`src/rtl/fetch_pkg.sv`:
```
// Shared types and constants for the instruction fetch stage controller.
package fetch_pkg;

  localparam int XLEN = 32;
  localparam logic [XLEN-1:0] NOP_INSTR = 32'h0000_0013;
  localparam logic [XLEN-1:0] DEFAULT_RESET_PC = 32'h0000_0000;

  typedef enum logic [1:0] {
    ST_BOOT,
    ST_REQ,
    ST_HOLD,
    ST_DRAIN
  } fetch_state_e;

  function automatic logic [XLEN-1:0] word_align(input logic [XLEN-1:0] addr);
    return addr & ~32'h0000_0003;
  endfunction

endpackage

```
`src/rtl/fetch_hold_reg.sv`:
```
// Holds one fetched instruction and its pc while decode is stalled.
module fetch_hold_reg
  import fetch_pkg::*;
(
  input  logic            clk,
  input  logic            rst_n,
  input  logic            load,
  input  logic            clear,
  input  logic [XLEN-1:0] instr_in,
  input  logic [XLEN-1:0] pc_in,
  output logic [XLEN-1:0] instr_out,
  output logic [XLEN-1:0] pc_out,
  output logic            valid_out
);

  logic [XLEN-1:0] instr_q, instr_d;
  logic [XLEN-1:0] pc_q, pc_d;
  logic            valid_q, valid_d;

  // Clear wins over load so a redirect always empties the register.
  always_comb begin
    instr_d = instr_q;
    pc_d    = pc_q;
    valid_d = valid_q;
    if (clear) begin
      instr_d = NOP_INSTR;
      pc_d    = '0;
      valid_d = 1'b0;
    end else if (load) begin
      instr_d = instr_in;
      pc_d    = pc_in;
      valid_d = 1'b1;
    end
  end

  always_ff @(posedge clk or negedge rst_n) begin
    if (!rst_n) begin
      instr_q <= NOP_INSTR;
      pc_q    <= '0;
      valid_q <= 1'b0;
    end else begin
      instr_q <= instr_d;
      pc_q    <= pc_d;
      valid_q <= valid_d;
    end
  end

  assign instr_out = instr_q;
  assign pc_out    = pc_q;
  assign valid_out = valid_q;

endmodule

```
`src/rtl/fetch_stage_ctrl.sv`:
```
// Fetch stage controller: pc sequencing, decode-stall holding and branch redirect/drain.
// Optional perf counters (stall_cycles, flush_count) under FETCH_STAGE_CTRL_PERF_EN.
module fetch_stage_ctrl
  import fetch_pkg::*;
#(
  parameter logic [XLEN-1:0] RESET_PC = DEFAULT_RESET_PC
) (
  input  logic            clk,
  input  logic            rst_n,
  output logic            imem_req,
  output logic [XLEN-1:0] imem_addr,
  input  logic [XLEN-1:0] imem_rdata,
  input  logic            imem_ready,
  input  logic            stall_id,
  input  logic            branch_taken,
  input  logic [XLEN-1:0] branch_target,
  output logic            if_valid,
  output logic [XLEN-1:0] if_instruction,
  output logic [XLEN-1:0] if_pc,
  output logic            ifid_en,
  output logic            ifid_flush
`ifdef FETCH_STAGE_CTRL_PERF_EN
  ,
  output logic [31:0]     stall_cycles,
  output logic [31:0]     flush_count
`endif
);

  fetch_state_e    state_q, state_d;
  logic [XLEN-1:0] pc_q, pc_d;
  logic [XLEN-1:0] drain_addr_q, drain_addr_d;

  logic            hold_load;
  logic            hold_clear;
  logic [XLEN-1:0] hold_instr;
  logic [XLEN-1:0] hold_pc;
  logic            hold_valid;

  fetch_hold_reg u_hold (
    .clk       (clk),
    .rst_n     (rst_n),
    .load      (hold_load),
    .clear     (hold_clear),
    .instr_in  (imem_rdata),
    .pc_in     (pc_q),
    .instr_out (hold_instr),
    .pc_out    (hold_pc),
    .valid_out (hold_valid)
  );

  always_comb begin
    state_d        = state_q;
    pc_d           = pc_q;
    drain_addr_d   = drain_addr_q;
    hold_load      = 1'b0;
    hold_clear     = 1'b0;
    imem_req       = 1'b0;
    imem_addr      = pc_q;
    if_valid       = 1'b0;
    if_instruction = NOP_INSTR;
    if_pc          = pc_q;
    ifid_en        = 1'b0;
    ifid_flush     = 1'b0;

    case (state_q)
      ST_BOOT: state_d = ST_REQ;
      ST_REQ: begin
        imem_req = 1'b1;
        if (imem_ready) begin
          if_valid       = 1'b1;
          if_instruction = imem_rdata;
          if (stall_id) begin
            hold_load = 1'b1;
            state_d   = ST_HOLD;
          end else begin
            ifid_en = 1'b1;
            pc_d    = pc_q + 32'd4;
          end
        end
      end
      ST_HOLD: begin
        if_valid       = hold_valid;
        if_instruction = hold_instr;
        if_pc          = hold_pc;
        ifid_en        = ~stall_id;
        if (!stall_id) begin
          pc_d       = pc_q + 32'd4;
          hold_clear = 1'b1;
          state_d    = ST_REQ;
        end
      end
      ST_DRAIN: begin
        // The stale request must complete at its original address before redirecting.
        imem_req  = 1'b1;
        imem_addr = drain_addr_q;
        if (imem_ready) state_d = ST_REQ;
      end
      default: state_d = ST_BOOT;
    endcase

    if (branch_taken) begin
      ifid_flush     = 1'b1;
      if_valid       = 1'b0;
      if_instruction = NOP_INSTR;
      ifid_en        = 1'b0;
      hold_load      = 1'b0;
      hold_clear     = 1'b1;
      pc_d           = word_align(branch_target);
      if ((state_q == ST_REQ) && !imem_ready) begin
        drain_addr_d = pc_q;
        state_d      = ST_DRAIN;
      end else if ((state_q == ST_DRAIN) && !imem_ready) begin
        state_d = ST_DRAIN;
      end else begin
        state_d = ST_REQ;
      end
    end
  end

  always_ff @(posedge clk or negedge rst_n) begin
    if (!rst_n) begin
      state_q      <= ST_BOOT;
      pc_q         <= RESET_PC;
      drain_addr_q <= RESET_PC;
    end else begin
      state_q      <= state_d;
      pc_q         <= pc_d;
      drain_addr_q <= drain_addr_d;
    end
  end

`ifdef FETCH_STAGE_CTRL_PERF_EN
  logic [31:0] stall_cycles_q, stall_cycles_d;
  logic [31:0] flush_count_q, flush_count_d;

  // Both counters saturate at all-ones instead of wrapping.
  always_comb begin
    stall_cycles_d = stall_cycles_q;
    flush_count_d  = flush_count_q;
    if ((state_q == ST_HOLD) && (stall_cycles_q != 32'hFFFF_FFFF))
      stall_cycles_d = stall_cycles_q + 32'd1;
    if (branch_taken && (flush_count_q != 32'hFFFF_FFFF))
      flush_count_d = flush_count_q + 32'd1;
  end

  always_ff @(posedge clk or negedge rst_n) begin
    if (!rst_n) begin
      stall_cycles_q <= '0;
      flush_count_q  <= '0;
    end else begin
      stall_cycles_q <= stall_cycles_d;
      flush_count_q  <= flush_count_d;
    end
  end

  assign stall_cycles = stall_cycles_q;
  assign flush_count  = flush_count_q;
`endif

endmodule

```
`config.mk`:
```
export PLATFORM = sky130hd
export DESIGN_NAME = fetch_stage_ctrl
export DESIGN_NICKNAME = d
export VERILOG_FILES = /design/src/rtl/fetch_pkg.sv /design/src/rtl/fetch_hold_reg.sv /design/src/rtl/fetch_stage_ctrl.sv
export SDC_FILE = /design/constraint.sdc
export NUM_CORES = 1
export LEC_CHECK = 0
export CORE_MARGIN = 1.5
export CORE_UTILIZATION = 25
export CTS_CLUSTER_DIAMETER = 100
export CTS_CLUSTER_SIZE = 14
export DETAILED_ROUTE_END_ITERATION = 10
export PLACE_DENSITY_LB_ADDON = 0.25
export SYNTH_ARGS = -nofsm -noshare
export SYNTH_HDL_FRONTEND = slang
export SYNTH_SLANG_ARGS = --single-unit
```
`constraint.sdc`:
```
create_clock -name clk -period 3.7 [get_ports clk]
set_clock_uncertainty 0.2 [all_clocks]
set_input_delay 0.555 -clock clk [delete_from_list [all_inputs] [get_ports clk]]
set_output_delay 0.555 -clock clk [all_outputs]
set_load 0.05 [all_outputs]
```
==> reports/summary.txt <==
Post-DP HPWL: 12700 um
Slew Viols, Final: 0
Chip Width: 164 um
Crit path launch type: register
Worst slew pin tran: 0.984 ns
Top post-synthesis cells by area: dfrtp_1, mux2_2, a22o_1
Max Fclk: 0.291 GHz
Asr flop ratio synth: 1.00
DRT Wirelength: 20000 um
Via density: 4.88
First-pass GRT wire length: 31300 um
Share of cells above drive strength 1: 0.222
R2R Setup Slk: 0.51 ns
RSZ-0062 raised after global routing: no
CP bufs+invs: 2
Die area: 26900 um2
Seq cells post-synth: 125
Cell variety after synth: 45
Sequential share of the synthesized area: 0.483
Port bufs: 162
CTS-repair resized insts: 0
EDFF count, synth: 0
Post-synthesis cell count: 626
CTS tree: built
Hold Crit Class: input pin to async pin
Residual DRC: 0
DR pass1 iterations: 4
Reg area: 3130 um2
VDD IR max: 0.498 mV
Ys flop type: dfrtp_1
Crit path max-delay family: buffers and inverters
Largest net degree at the start of global routing: 104
Maxcap violations: 0
DRT iter0 DRCs: 321
Skew-Pair Late Insertion Delay: 0.42 ns
Setup TNS: 0 ns
Most frequent cells in the layout: clkdlybuf4s50_1, dfrtp_1, mux2_2
Pwr Total: 6670 uW
Post-synth top area share: 0.470
Power Dens Cells: 715 nW/um2
Initial antenna violation count: 1
Nets: 831
Avg Cell Area, Syn: 10.4 um2
Arrival time of the worst setup path: 2.68 ns
Final period demand of the worst path: 3.44 ns
Total GRT Usage: 0.153
Static Leak: 0.00371 uW
Most common cell after layout, fill and taps aside: clkdlybuf4s50_1
Status: complete, no violations
Ports: 169
YS warnings: 0
Worst-path clk slew: 0.06 ns
Clk sinks: 125
Final hold vios: 0
Fill cell count: 2487
Worst-path cell chain: inv_1, ha_4, nand2_1, o21ai_0, clkdlybuf4s50_1
Period utilisation layout: 0.929
Synth Cell Area: 6490 um2
Clock Tree Buf Depth: 2
Slowest library cell on the worst path: clkdlybuf4s50_1
Routability congestion estimate: 0.704
Vias in the first global route: 5431
Worst EP required: 2.94 ns
Area of the core: 25300 um2
Relative slew slack: 0.344
DIE HEIGHT: 164 um
Area of the multi-input gates: 3080 um2
Antenna viol nets, final: 0
Via count: 5373
Synthesis-to-layout area growth: 43.7%
Crit path max fanout: 42
Crit. End Element: primary output
GRT overflow: 0
Cell Rows: 58
Initial Util: 0.256
Final setup vio count: 0
Area leader, netlist: dfrtp_1
# hold bufs at CTS: 0
Avg WL per Cell: 18.1 um
Clock root buffer: clkbuf_16
Inserted Clock Buffers: 17
Largest stage delay on the critical path: 0.93 ns
Setup CP Type: register to primary output
H-tree depth: 4
Postcts setup bufs: 0
[stage by stage]
stage	hold WS, ns	util	setup WS [ns]	cells	instance area [um2]
6_report	0.0668	0.368	0.262	1102	9330
3_3_place_gp	0.264	0.344	0.459	1069	8720
5_1_grt	0.145	0.368	0.0858	1101	9320
2_1_floorplan	0.0594	-	0.339	629	6500
3_5_place_dp	0.272	0.344	0.397	1069	8720
4_1_cts	0.115	0.368	0.216	1101	9320
[cell usage after synthesis, types with 4 or more instances]
library cell,count
nand3_1,13
ha_1,4
dfrtp_1,122
o31ai_1,14
a22oi_1,29
nor2_1,53
buf_2,6
mux2_2,79
inv_1,8
o21ai_0,23
clkbuf_1,51
a22o_1,49
or4_1,20
xnor2_1,6
nand2_1,55
a31oi_1,16
a21oi_1,15
or3_1,4
o211ai_1,5
buf_4,5
[per-layer routing]
metal | wire length (um) | global-route usage | vias up | share of wire
met2 | 9140 | 0.236 | 124 | 0.46
met4 | 152 | 0.0360 | 3 | 0.0076
li1 | - | - | 2560 | -
met5 | 39 | 0 | - | 0.0020
met1 | 9640 | 0.209 | 2675 | 0.48
met3 | 1030 | 0.0447 | 11 | 0.051
[where the power goes]
group          leakage [uW]  total (uW)  switching, uW  internal, uW
clock              0.000289        1730            639          1090
combinational       0.00183        3130           1920          1210
sequential          0.00159        1810            176          1630
total               0.00371        6670           2740          3940
[state kept, by name, summed over array words and instances, names as in the netlist]
name	count
pc_q	30
u_hold.pc_out	30
state_q	2
drain_addr_q	30
u_hold.valid_out	1
u_hold.instr_out	32
[kinds of logic after synthesis]
kind of cell,count (synthesis),share of synthesized area
mux,82,0.142
flops,125,0.483
buf+inv,74,0.0480
compound gates,159,0.177
fa+ha+maj,4,0.00771
xor+xnor,8,0.0108
simple gates,173,0.131
other cells,1,0.000578
[path summary, 6_finish.rpt]
kind                       depth (start not counted)              from              endpoint
setup / recovery                                   5        state_q[0]             if_pc[18]
max in group asynchronous                          2             rst_n  u_hold.instr_out[24]
hold reg to reg                                    2  drain_addr_q[23]      drain_addr_q[23]
min in group clk                                   2  drain_addr_q[23]      drain_addr_q[23]
setup reg to reg                                   6        state_q[0]              pc_q[19]
hold / removal                                     1             rst_n      u_hold.pc_out[5]
[final cells by class]
| cell class | count | area share |
|---|---|---|
| sequential | 125 | 0.336 |
| clock inverter | 11 | 0.0152 |
| timing repair buffer | 176 | 0.221 |
| inverter | 8 | 0.00322 |
| multi-input combinational | 430 | 0.330 |
| antenna | 1 | 0.000268 |
| clock buffer | 21 | 0.0494 |
| tap | 330 | 0.0443 |
[worst register-to-register path, delay by kind of cell, from the launching register on]
| kind | cells | cell delay (ns) |
|---|---|---|
| adders and majority gates | 1 | 0.58 |
| AOI/OAI and AO/OA | 1 | 0.19 |
| DFF | 1 | 0.39 |
| muxes | 1 | 0.20 |
| buffers and inverters | 1 | 0.12 |
| and+or+nand+nor | 2 | 1.43 |
Note: power is estimated with default switching activity, not from simulation.
